### src/rtl/cordic_arbiter.sv
// -----------------------------------------------------------------------------
// cordic_arbiter
//   Shares one CORDIC vectoring unit between four requesters. A round-robin
//   pointer picks the next requesting channel, its X/Y operands are latched and
//   presented to the CORDIC, the start pulse is issued once the unit is not
//   busy, and the result (or a timeout error) is returned to that channel.
//
// Ports
//   clk, rst_n              : clock (posedge), asynchronous active-low reset
//   req[3:0]                : request level per channel
//   x_req/y_req[63:0]       : four signed 16-bit operands, channel k at [16k+15:16k]
//   ack[3:0]                : one-hot pulse, cycle after operand capture
//   rsp_valid/rsp_err[3:0]  : one-hot completion / timeout pulses
//   rsp_angle/rsp_mag[15:0] : last CORDIC result, held until the next result
//   rsp_chan[1:0]           : channel of the last response, held
//   cordic_start            : one-cycle start pulse to the CORDIC
//   cordic_x/cordic_y[15:0] : captured operands, stable until next capture
//   cordic_angle/mag[15:0]  : CORDIC results
//   cordic_done, cordic_busy: CORDIC completion pulse and busy level
// -----------------------------------------------------------------------------
module cordic_arbiter #(
    parameter int TIMEOUT = 40
) (
    input  logic        clk,
    input  logic        rst_n,
    input  logic [3:0]  req,
    input  logic [63:0] x_req,
    input  logic [63:0] y_req,
    output logic [3:0]  ack,
    output logic [3:0]  rsp_valid,
    output logic [3:0]  rsp_err,
    output logic [15:0] rsp_angle,
    output logic [15:0] rsp_mag,
    output logic [1:0]  rsp_chan,
    output logic        cordic_start,
    output logic [15:0] cordic_x,
    output logic [15:0] cordic_y,
    input  logic [15:0] cordic_angle,
    input  logic [15:0] cordic_mag,
    input  logic        cordic_done,
    input  logic        cordic_busy
);

    typedef enum logic [1:0] {
        ST_IDLE  = 2'd0,
        ST_ISSUE = 2'd1,
        ST_WAIT  = 2'd2
    } state_t;

    // The counter value seen on the edge where it would reach TIMEOUT.
    localparam logic [7:0] TMO_LAST = 8'(TIMEOUT - 1);

    state_t      state_r;
    logic [1:0]  ptr_r;
    logic [1:0]  grant_r;
    logic [7:0]  tmo_cnt_r;
    logic [2:0]  pick_s;
    logic        pick_vld_s;
    logic [1:0]  pick_idx_s;

    // Round-robin search starting at p; returns {found, index}. Iterating from
    // the farthest offset down lets the nearest requester overwrite the result.
    function automatic logic [2:0] rr_pick(input logic [3:0] r, input logic [1:0] p);
        logic [2:0] res;
        logic [1:0] idx;
        res = 3'b000;
        for (int i = 3; i >= 0; i--) begin
            idx = p + i[1:0];
            if (r[idx]) begin
                res = {1'b1, idx};
            end else begin
                res = res;
            end
        end
        return res;
    endfunction

    assign pick_s     = rr_pick(req, ptr_r);
    assign pick_vld_s = pick_s[2];
    assign pick_idx_s = pick_s[1:0];

    // Arbitration FSM with all outputs registered; pulses default low each cycle.
    always_ff @(posedge clk or negedge rst_n) begin
        if (!rst_n) begin
            state_r      <= ST_IDLE;
            ptr_r        <= 2'd0;
            grant_r      <= 2'd0;
            tmo_cnt_r    <= 8'd0;
            ack          <= 4'b0000;
            rsp_valid    <= 4'b0000;
            rsp_err      <= 4'b0000;
            rsp_angle    <= 16'd0;
            rsp_mag      <= 16'd0;
            rsp_chan     <= 2'd0;
            cordic_start <= 1'b0;
            cordic_x     <= 16'd0;
            cordic_y     <= 16'd0;
        end else begin
            ack          <= 4'b0000;
            rsp_valid    <= 4'b0000;
            rsp_err      <= 4'b0000;
            cordic_start <= 1'b0;
            case (state_r)
                ST_IDLE: begin
                    if (pick_vld_s) begin
                        grant_r  <= pick_idx_s;
                        ptr_r    <= pick_idx_s + 2'd1;
                        cordic_x <= x_req[{pick_idx_s, 4'd0} +: 16];
                        cordic_y <= y_req[{pick_idx_s, 4'd0} +: 16];
                        ack      <= 4'b0001 << pick_idx_s;
                        state_r  <= ST_ISSUE;
                    end
                end
                ST_ISSUE: begin
                    // A stray done here belongs to nobody and is ignored.
                    if (!cordic_busy) begin
                        cordic_start <= 1'b1;
                        tmo_cnt_r    <= 8'd0;
                        state_r      <= ST_WAIT;
                    end
                end
                ST_WAIT: begin
                    // done is tested first so it wins over a simultaneous expiry.
                    if (cordic_done) begin
                        rsp_angle <= cordic_angle;
                        rsp_mag   <= cordic_mag;
                        rsp_chan  <= grant_r;
                        rsp_valid <= 4'b0001 << grant_r;
                        state_r   <= ST_IDLE;
                    end else begin
                        tmo_cnt_r <= tmo_cnt_r + 8'd1;
                        if (tmo_cnt_r == TMO_LAST) begin
                            rsp_chan <= grant_r;
                            rsp_err  <= 4'b0001 << grant_r;
                            state_r  <= ST_IDLE;
                        end
                    end
                end
                default: begin
                    state_r <= ST_IDLE;
                end
            endcase
        end
    end

endmodule

### config.mk
export PLATFORM = sky130hd
export DESIGN_NAME = cordic_arbiter
export DESIGN_NICKNAME = d
export VERILOG_FILES = /design/src/rtl/cordic_arbiter.sv
export SDC_FILE = /design/constraint.sdc
export NUM_CORES = 1
export LEC_CHECK = 0
export ABC_CLOCK_PERIOD_IN_PS = 3000
export BUFFER_PORTS_ARGS = -buffer_cell sky130_fd_sc_hd__buf_2
export CORE_MARGIN = 2
export CORE_UTILIZATION = 45
export CTS_CLUSTER_SIZE = 14
export DETAILED_ROUTE_END_ITERATION = 7
export PLACE_DENSITY = 0.91
export SYNTH_ARGS = -nofsm -noshare
export SYNTH_HDL_FRONTEND = slang
export SYNTH_SLANG_ARGS = --single-unit
### constraint.sdc
create_clock -name clk -period 3 [get_ports clk]
set_clock_uncertainty 0.15 [all_clocks]
set_input_delay 0.6 -clock clk [delete_from_list [all_inputs] [get_ports clk]]
set_output_delay 0.6 -clock clk [all_outputs]
set_load 0.005 [all_outputs]
==> Implementation_results.wiki, run 1 <==
{| class="wikitable"
! Metric !! Value
|-
| TritonCTS clock tree || done
|-
| Prevailing post-synth register cell || sky130_fd_sc_hd__dfrtp_1
|-
| Violation count after the first detailed-routing iteration || between 150 and 200
|-
| Count of cells resized by post-cts repair || 0
|-
| Count of antenna-violating nets left after detailed routing || 0
|-
| Slowest CP cell || sky130_fd_sc_hd__nor2_2
|-
| Seq cells post-synth || 93
|-
| Sequential cell area fraction in the yosys report || between 50% and 60%
|-
| Type of destination of the critical path || flop
|-
| Synth Instances || approximately 400
|-
| Setup violation total in the final timing report || 0
|-
| Buffers inserted during post-CTS setup optimization || 0
|-
| Final period util || roughly four fifths
|-
| Wire length per cell after detailed routing || between 15 and 20 um
|-
| Dpl ws || about 0.25 ns
|-
| CTS buffer count || 9
|-
| Most frequent cells in the layout || 245 x sky130_fd_sc_hd__buf_2, 93 x sky130_fd_sc_hd__dfrtp_1, 39 x sky130_fd_sc_hd__mux2_2
|-
| Starting density of the core || ~46%
|-
| Total power after layout || ~0.0052 W
|-
| Ratio of cells with drive above 1 in the final layout || 49.7%
|-
| Total iterations of the first detailed-routing run || 6
|-
| Worst Setup Start Kind || flop
|-
| Average vias per placed instance || 5.51
|-
| Htree depth || 3
|-
| Number of different library cells in the post-synthesis netlist || 37
|-
| Die Y-Extent || about 100 um
|-
| Max FO, Critical Path || 18
|-
| Startpoint-to-endpoint class of the critical path || flop to flop
|-
| Input/output buffers || 246
|-
| Category of cells accounting for the largest share of critical-path delay || simple AND/OR/NAND/NOR gates
|-
| Unrepaired setup endpoints after global routing || no
|-
| Number of antenna violations at the first check in global routing || 0
|-
| Maximum Capacitance Violations || 0
|-
| Total standard cell area after synthesis || 0.00449 sq mm
|-
| CP bufs+invs || 1
|-
| Run status || finished clean
|-
| I/O pin count || roughly 250
|-
| Total Die Area || between 0.01 and 0.015 sq mm
|-
| Routability cong. || 0.828
|-
| Slew @ Worst Pin || 0.780 ns
|-
| Final Routed Wirelength || approximately 13 mm
|-
| Core area || 0.00973 sq mm
|-
| Final max-slew violation count || 0
|-
| Cell breakdown of the critical path || nor3b_1, a211oi_1, or2_2, nor2_2, buf_4, a221o_1
|-
| WP data arrival || 2.61 ns
|-
| Clock network latency to the later pin of the worst-skew pair || around 0.36 ns
|-
| Commonest non-fill, non-tap cell in the layout || sky130_fd_sc_hd__buf_2
|-
| Largest stage delay, worst path || 0.57 ns
|-
| Via count || 4268
|-
| Area growth syn-to-layout || 35.0%
|-
| Syn Nets || 570
|-
| Clock-pin slew of the registers on the worst-case setup and hold paths || ~0.11 ns
|-
| Root buffer selected by CTS || sky130_fd_sc_hd__clkbuf_8
|-
| Synth warn || 0
|-
| Leak Pwr || approximately 3 nW
|-
| Pin count of the biggest net entering global routing || 63
|-
| HPWL after DPL || between 9 and 10 mm
|-
| Async SR Flop Fraction || 100%
|-
| Wire length of the first global-routing pass || about 21 mm
|-
| Cell Rows || 36
|-
| Total Neg Setup Slack || 0 ns
|-
| Class of the most critical hold timing path || input port to async pin
|-
| Final global-route overflow total || 0
|-
| Global router's overall resource usage || 23.7%
|-
| Post-CTS Hold Fix Bufs || 0
|-
| Die Width || roughly 100 um
|-
| Count of nets after finishing || around 810
|-
| PwrDens || about 860 mW/mm^2
|-
| Number of flops mapped to enable cells by yosys || 0
|-
| Syn Area/Cell || around 11 sq um
|-
| Critical path data required time || between 3 and 4 ns
|-
| Max IR drop VDD || 0.000363 V
|-
| DRC errors left || 0
|-
| Final hold violation count || 0
|-
| Vias in the first global route || 4387
|-
| Tmin final || 2.45 ns
|-
| Number of buffers between clock root and the deepest sink || 2
|-
| Fmax achieved || 408 MHz
|-
| Antenna Cells || 0
|-
| Minimum setup slack in the final design || about 0.55 ns
|-
| Clock net sink count || 93
|-
| Max transition margin || between 40% and 50%
|}
==> power breakdown <==
group,internal (W),switching (W),total [W],leakage [nW]
sequential,0.00177,0.000324,0.00209,1.17
combinational,0.00118,0.00115,0.00234,1.79
clock,0.000321,0.000482,0.000803,0.0911
==> layout make-up <==
class                      instances  area (sq um)
tap                              133           166
clock buffer                       9           124
fill                             826          3660
sequential                        93          2330
timing repair buffer             255          1330
inverter                           1          3.75
clock inverter                     7          68.8
multi-input combinational        277          2050
==> final timing paths <==
kind                                               start  cells past startpoint  slack (ns)                   endpoint
worst max-delay path                ptr_r[1]$_DFFE_PN0P_                      6        0.55    cordic_y[6]$_DFFE_PN0P_
worst min-delay path                               rst_n                      1        0.02  rsp_angle[14]$_DFFE_PN0P_
worst max register to register      ptr_r[1]$_DFFE_PN0P_                      6        0.55    cordic_y[6]$_DFFE_PN0P_
worst min register to register  rsp_angle[0]$_DFFE_PN0P_                      1        0.36   rsp_angle[0]$_DFFE_PN0P_
max in group asynchronous                          rst_n                      2        2.03     rsp_mag[8]$_DFFE_PN0P_
min in group clk                          cordic_mag[11]                      2        0.31    rsp_mag[11]$_DFFE_PN0P_
==> cells in the mapped netlist (all sizes together) (7+ instances only) <==
cell type / number / share of area (%)
dfrtp: 93 / 52
mux2: 66 / 17
o21ai: 36 / 4.0
a21oi: 34 / 3.8
nand3: 34 / 3.8
a221o: 32 / 7.1
clkbuf: 23 / 1.9
nor2: 22 / 1.8
nand2: 12 / 1.2
buf: 7 / 0.78
nor3: 7 / 0.78
==> layer usage <==
metal	part of all wire (%)	track usage [%]
met5	0	0
met4	2.4	10.1
met3	7.2	4.39
met2	52	42.2
met1	39	28.1
==> cells by family after synthesis <==
group | after synthesis | synth area share [%]
buf+inv | 31 | 2.78
flops | 93 | 51.8
mux | 66 | 16.5
simple gates | 91 | 10.2
xor+xnor | 7 | 1.36
compound gates | 112 | 17.0
fa+ha+maj | 1 | 0.278
==> per-stage QoR <==
stage | util [%] | cells | hold slack (ns) | area [sq um]
after floorplan | - | 401 | 0.154 | 4490
after global placement | 60.4 | 759 | 0.330 | 5870
after detailed placement | 60.4 | 759 | 0.340 | 5870
after CTS | 62.4 | 775 | 0.0208 | 6070
after global routing | 62.4 | 775 | 0.0429 | 6070
final | 62.4 | 775 | 0.0212 | 6070
==> state kept, by name (all words and copies together), names as in the netlist <==
register,count
cordic_x,16
rsp_mag,16
rsp_err,4
cordic_y,16
ack,4
grant_r,2
rsp_angle,16
tmo_cnt_r,8
cordic_start,1
rsp_chan,2
ptr_r,2
state_r,2
rsp_valid,4
Note: power is estimated with default switching activity, not from simulation.
==> run 2, diff against run 1 <==
==> config.mk (replaced) <==
export PLATFORM = sky130hd
export DESIGN_NAME = cordic_arbiter
export DESIGN_NICKNAME = d
export VERILOG_FILES = /design/src/rtl/cordic_arbiter.sv
export SDC_FILE = /design/constraint.sdc
export NUM_CORES = 1
export LEC_CHECK = 0
export ABC_CLOCK_PERIOD_IN_PS = 2200
export BUFFER_PORTS_ARGS = -buffer_cell sky130_fd_sc_hd__buf_2
export CORE_MARGIN = 2
export CORE_UTILIZATION = 41
export CTS_CLUSTER_SIZE = 14
export DETAILED_ROUTE_END_ITERATION = 7
export PLACE_DENSITY = 0.88
export SYNTH_ARGS = -nofsm -noshare
export SYNTH_HDL_FRONTEND = slang
export SYNTH_SLANG_ARGS = --single-unit
==> constraint.sdc (replaced) <==
create_clock -name clk -period 2.2 [get_ports clk]
set_clock_uncertainty 0.15 [all_clocks]
set_input_delay 0.44 -clock clk [delete_from_list [all_inputs] [get_ports clk]]
set_output_delay 0.44 -clock clk [all_outputs]
set_load 0.005 [all_outputs]
==> run 2 against run 1 <==
Compared with the run above:
- clock power grew 48%
- worst hold slack better by 0.14 ns
- combinational power up 47%
- design area is 3.3% higher
- die area increased by 9.4%
- highest routed layer unchanged
- critical endpoint unchanged
==> Implementation_results.wiki, run 2 (synthesized netlist as in run 1, its figures left out) <==
{| class="wikitable"
! Metric !! Value
|-
| Total iterations of the first detailed-routing run || 5 (was 6)
|-
| Final period util || 97.1% (was 81.6%)
|-
| Number of buffers between clock root and the deepest sink || 2 (unchanged)
|-
| Count of nets after finishing || 817 (was 806)
|-
| Maximum Capacitance Violations || 0 (unchanged)
|-
| HPWL after DPL || 9.83 mm (was 9.50 mm)
|-
| Via count || 4308 (was 4268)
|-
| Most frequent cells in the layout || 245 x sky130_fd_sc_hd__buf_2, 92 x sky130_fd_sc_hd__dfrtp_1, 39 x sky130_fd_sc_hd__mux2_2 (was 245 x sky130_fd_sc_hd__buf_2, 93 x sky130_fd_sc_hd__dfrtp_1, 39 x sky130_fd_sc_hd__mux2_2)
|-
| Class of the most critical hold timing path || input port to flop (was input port to async pin)
|-
| Max transition margin || 65.4% (was 48.0%)
|-
| Unrepaired setup endpoints after global routing || no (unchanged)
|-
| Pin count of the biggest net entering global routing || 41 (was 63)
|-
| Core area || 0.0107 sq mm (was 0.00973 sq mm)
|-
| Clock net sink count || 93 (unchanged)
|-
| Depth of the worst register-to-register path || 6 (unchanged)
|-
| Fmax achieved || 468 MHz (was 408 MHz)
|-
| Tmin final || 2.14 ns (was 2.45 ns)
|-
| Non-filler instance count after layout || 794 (was 775)
|-
| Starting density of the core || 41.8% (was 46.2%)
|-
| Total Die Area || 0.0118 sq mm (was 0.0108 sq mm)
|-
| Leak Pwr || 3.15 nW (was 3.05 nW)
|-
| Routability cong. || 0.797 (was 0.828)
|-
| Max IR drop VDD || 0.000457 V (was 0.000363 V)
|-
| Final global-route overflow total || 0 (unchanged)
|-
| Vias in the first global route || 4377 (was 4387)
|-
| Cell Rows || 38 (was 36)
|-
| Setup violation total in the final timing report || 0 (unchanged)
|-
| Worst setup slack for register-to-register paths || 0.06 ns (was 0.55 ns)
|-
| Critical path data required time || 2.29 ns (was 3.16 ns)
|-
| Die Y-Extent || 109 um (was 104 um)
|-
| DRC errors left || 0 (unchanged)
|-
| Max FO, Critical Path || 11 (was 18)
|-
| Wire length of the first global-routing pass || 20.7 mm (was 20.8 mm)
|-
| Worst Setup Start Kind || flop (unchanged)
|-
| Source of the critical timing path || ptr_r[1]$_DFFE_PN0P_ (unchanged)
|-
| Startpoint-to-endpoint class of the critical path || flop to flop (unchanged)
|-
| Clock-pin slew of the registers on the worst-case setup and hold paths || 0.10 ns (was 0.11 ns)
|-
| CTS buffer count || 9 (unchanged)
|-
| WHS Path Cells || 2
|-
| Violation count after the first detailed-routing iteration || 250 (was 154)
|-
| Global router's overall resource usage || 22.7% (was 23.7%)
|-
| I/O pin count || 247 (unchanged)
|-
| TritonCTS clock tree || done (unchanged)
|-
| Htree depth || 3 (unchanged)
|-
| Total power after layout || 0.00748 W (was 0.00523 W)
|-
| Area growth syn-to-layout || 39.5% (was 35.0%)
|-
| Reg-to-reg critical path startpoint || ptr_r[1]$_DFFE_PN0P_ (unchanged)
|-
| Clock network latency to the later pin of the worst-skew pair || 0.35 ns (was 0.36 ns)
|-
| Critical R2R Capture || cordic_y[6]$_DFFE_PN0P_ (unchanged)
|-
| Wire length per cell after detailed routing || 17.2 um (was 16.4 um)
|-
| Final max-slew violation count || 0 (unchanged)
|-
| Total Neg Setup Slack || 0 ns (unchanged)
|-
| Slew @ Worst Pin || 0.519 ns (was 0.780 ns)
|-
| Type of destination of the critical path || flop (unchanged)
|-
| Input/output buffers || 246 (unchanged)
|-
| Root buffer selected by CTS || sky130_fd_sc_hd__clkbuf_8 (unchanged)
|-
| WP data arrival || 2.23 ns (was 2.61 ns)
|-
| Sink of the worst hold path || rsp_angle[4]$_DFFE_PN0P_
|-
| Average vias per placed instance || 5.43 (was 5.51)
|-
| Final Routed Wirelength || 13.6 mm (was 12.7 mm)
|-
| PwrDens || 1190 mW/mm^2 (was 862 mW/mm^2)
|-
| Ratio of cells with drive above 1 in the final layout || 50.5% (was 49.7%)
|-
| Die Width || 109 um (was 104 um)
|-
| Worst Hold Launch || cordic_angle[4]
|-
| Final hold violation count || 0 (unchanged)
|-
| Commonest non-fill, non-tap cell in the layout || sky130_fd_sc_hd__buf_2 (unchanged)
|-
| Number of antenna violations at the first check in global routing || 1 (was 0)
|-
| Post-placement cell count || 774 (was 759)
|-
| Count of antenna-violating nets left after detailed routing || 0 (unchanged)
|-
| Run status || finished clean (unchanged)
|}
## run 2: how the worst max path moves through the flow
stage | cells past startpoint | end
5_1_grt | 7 | rsp_chan[0]$_DFFE_PN0P_
6_report | 6 | cordic_y[6]$_DFFE_PN0P_
4_1_cts | 6 | cordic_y[6]$_DFFE_PN0P_
3_5_place_dp | 7 | cordic_y[6]$_DFFE_PN0P_
2_1_floorplan | 7 | cordic_x[0]$_DFFE_PN0P_
3_3_place_gp | 7 | cordic_y[13]$_DFFE_PN0P_
## run 2: metrics by stage
step	hold slack, ns	utilization (%)	worst slack, ns	cell area [sq um]
2_1_floorplan	-0.00559	-	0.105	4490
3_3_place_gp	0.293	55.9	0.102	6010
3_5_place_dp	0.305	55.9	0.00423	6010
4_1_cts	0.143	57.9	0.0428	6220
5_1_grt	0.136	58.3	0.00326	6270
6_report	0.163	58.3	0.0629	6270
## run 2: report_power, final
part / internal, W / switching [W] / leakage [nW]
sequential: 0.00241 / 0.000432 / 1.17
clock: 0.000565 / 0.000622 / 0.103
combinational: 0.00178 / 0.00168 / 1.88
## run 2: final cells by class
cell class                 count  area, sq um
inverter                       1         3.75
antenna                        1         2.50
clock buffer                  10          138
multi-input combinational    277         2060
sequential                    93         2330
fill                         935         4480
timing repair buffer         266         1490
clock inverter                 6         68.8
tap                          140          175
## run 2: worst max-delay path, cell delays in order, from the launching register on
cell	delay, ns
sky130_fd_sc_hd__dfrtp_2	0.45
sky130_fd_sc_hd__and3b_1	0.24
sky130_fd_sc_hd__a31oi_4	0.21
sky130_fd_sc_hd__nand2_4	0.12
sky130_fd_sc_hd__buf_12	0.17
sky130_fd_sc_hd__mux2_1	0.32
sky130_fd_sc_hd__a221o_1	0.35
## run 2: layer usage
| metal | global-route usage [%] | part of all wire, % |
|---|---|---|
| met5 | 0 | 0 |
| met4 | 11.0 | 2.8 |
| met3 | 5.32 | 7.1 |
| met2 | 39.4 | 52 |
| met1 | 26.3 | 39 |
## run 2: repair_timing
action                                 CTS  global route
resized for setup                        0             2
setup endpoints to repair                0            16
hold buffers                             1             0
setup buffers                            0             1
endpoints found under the hold margin   37             0
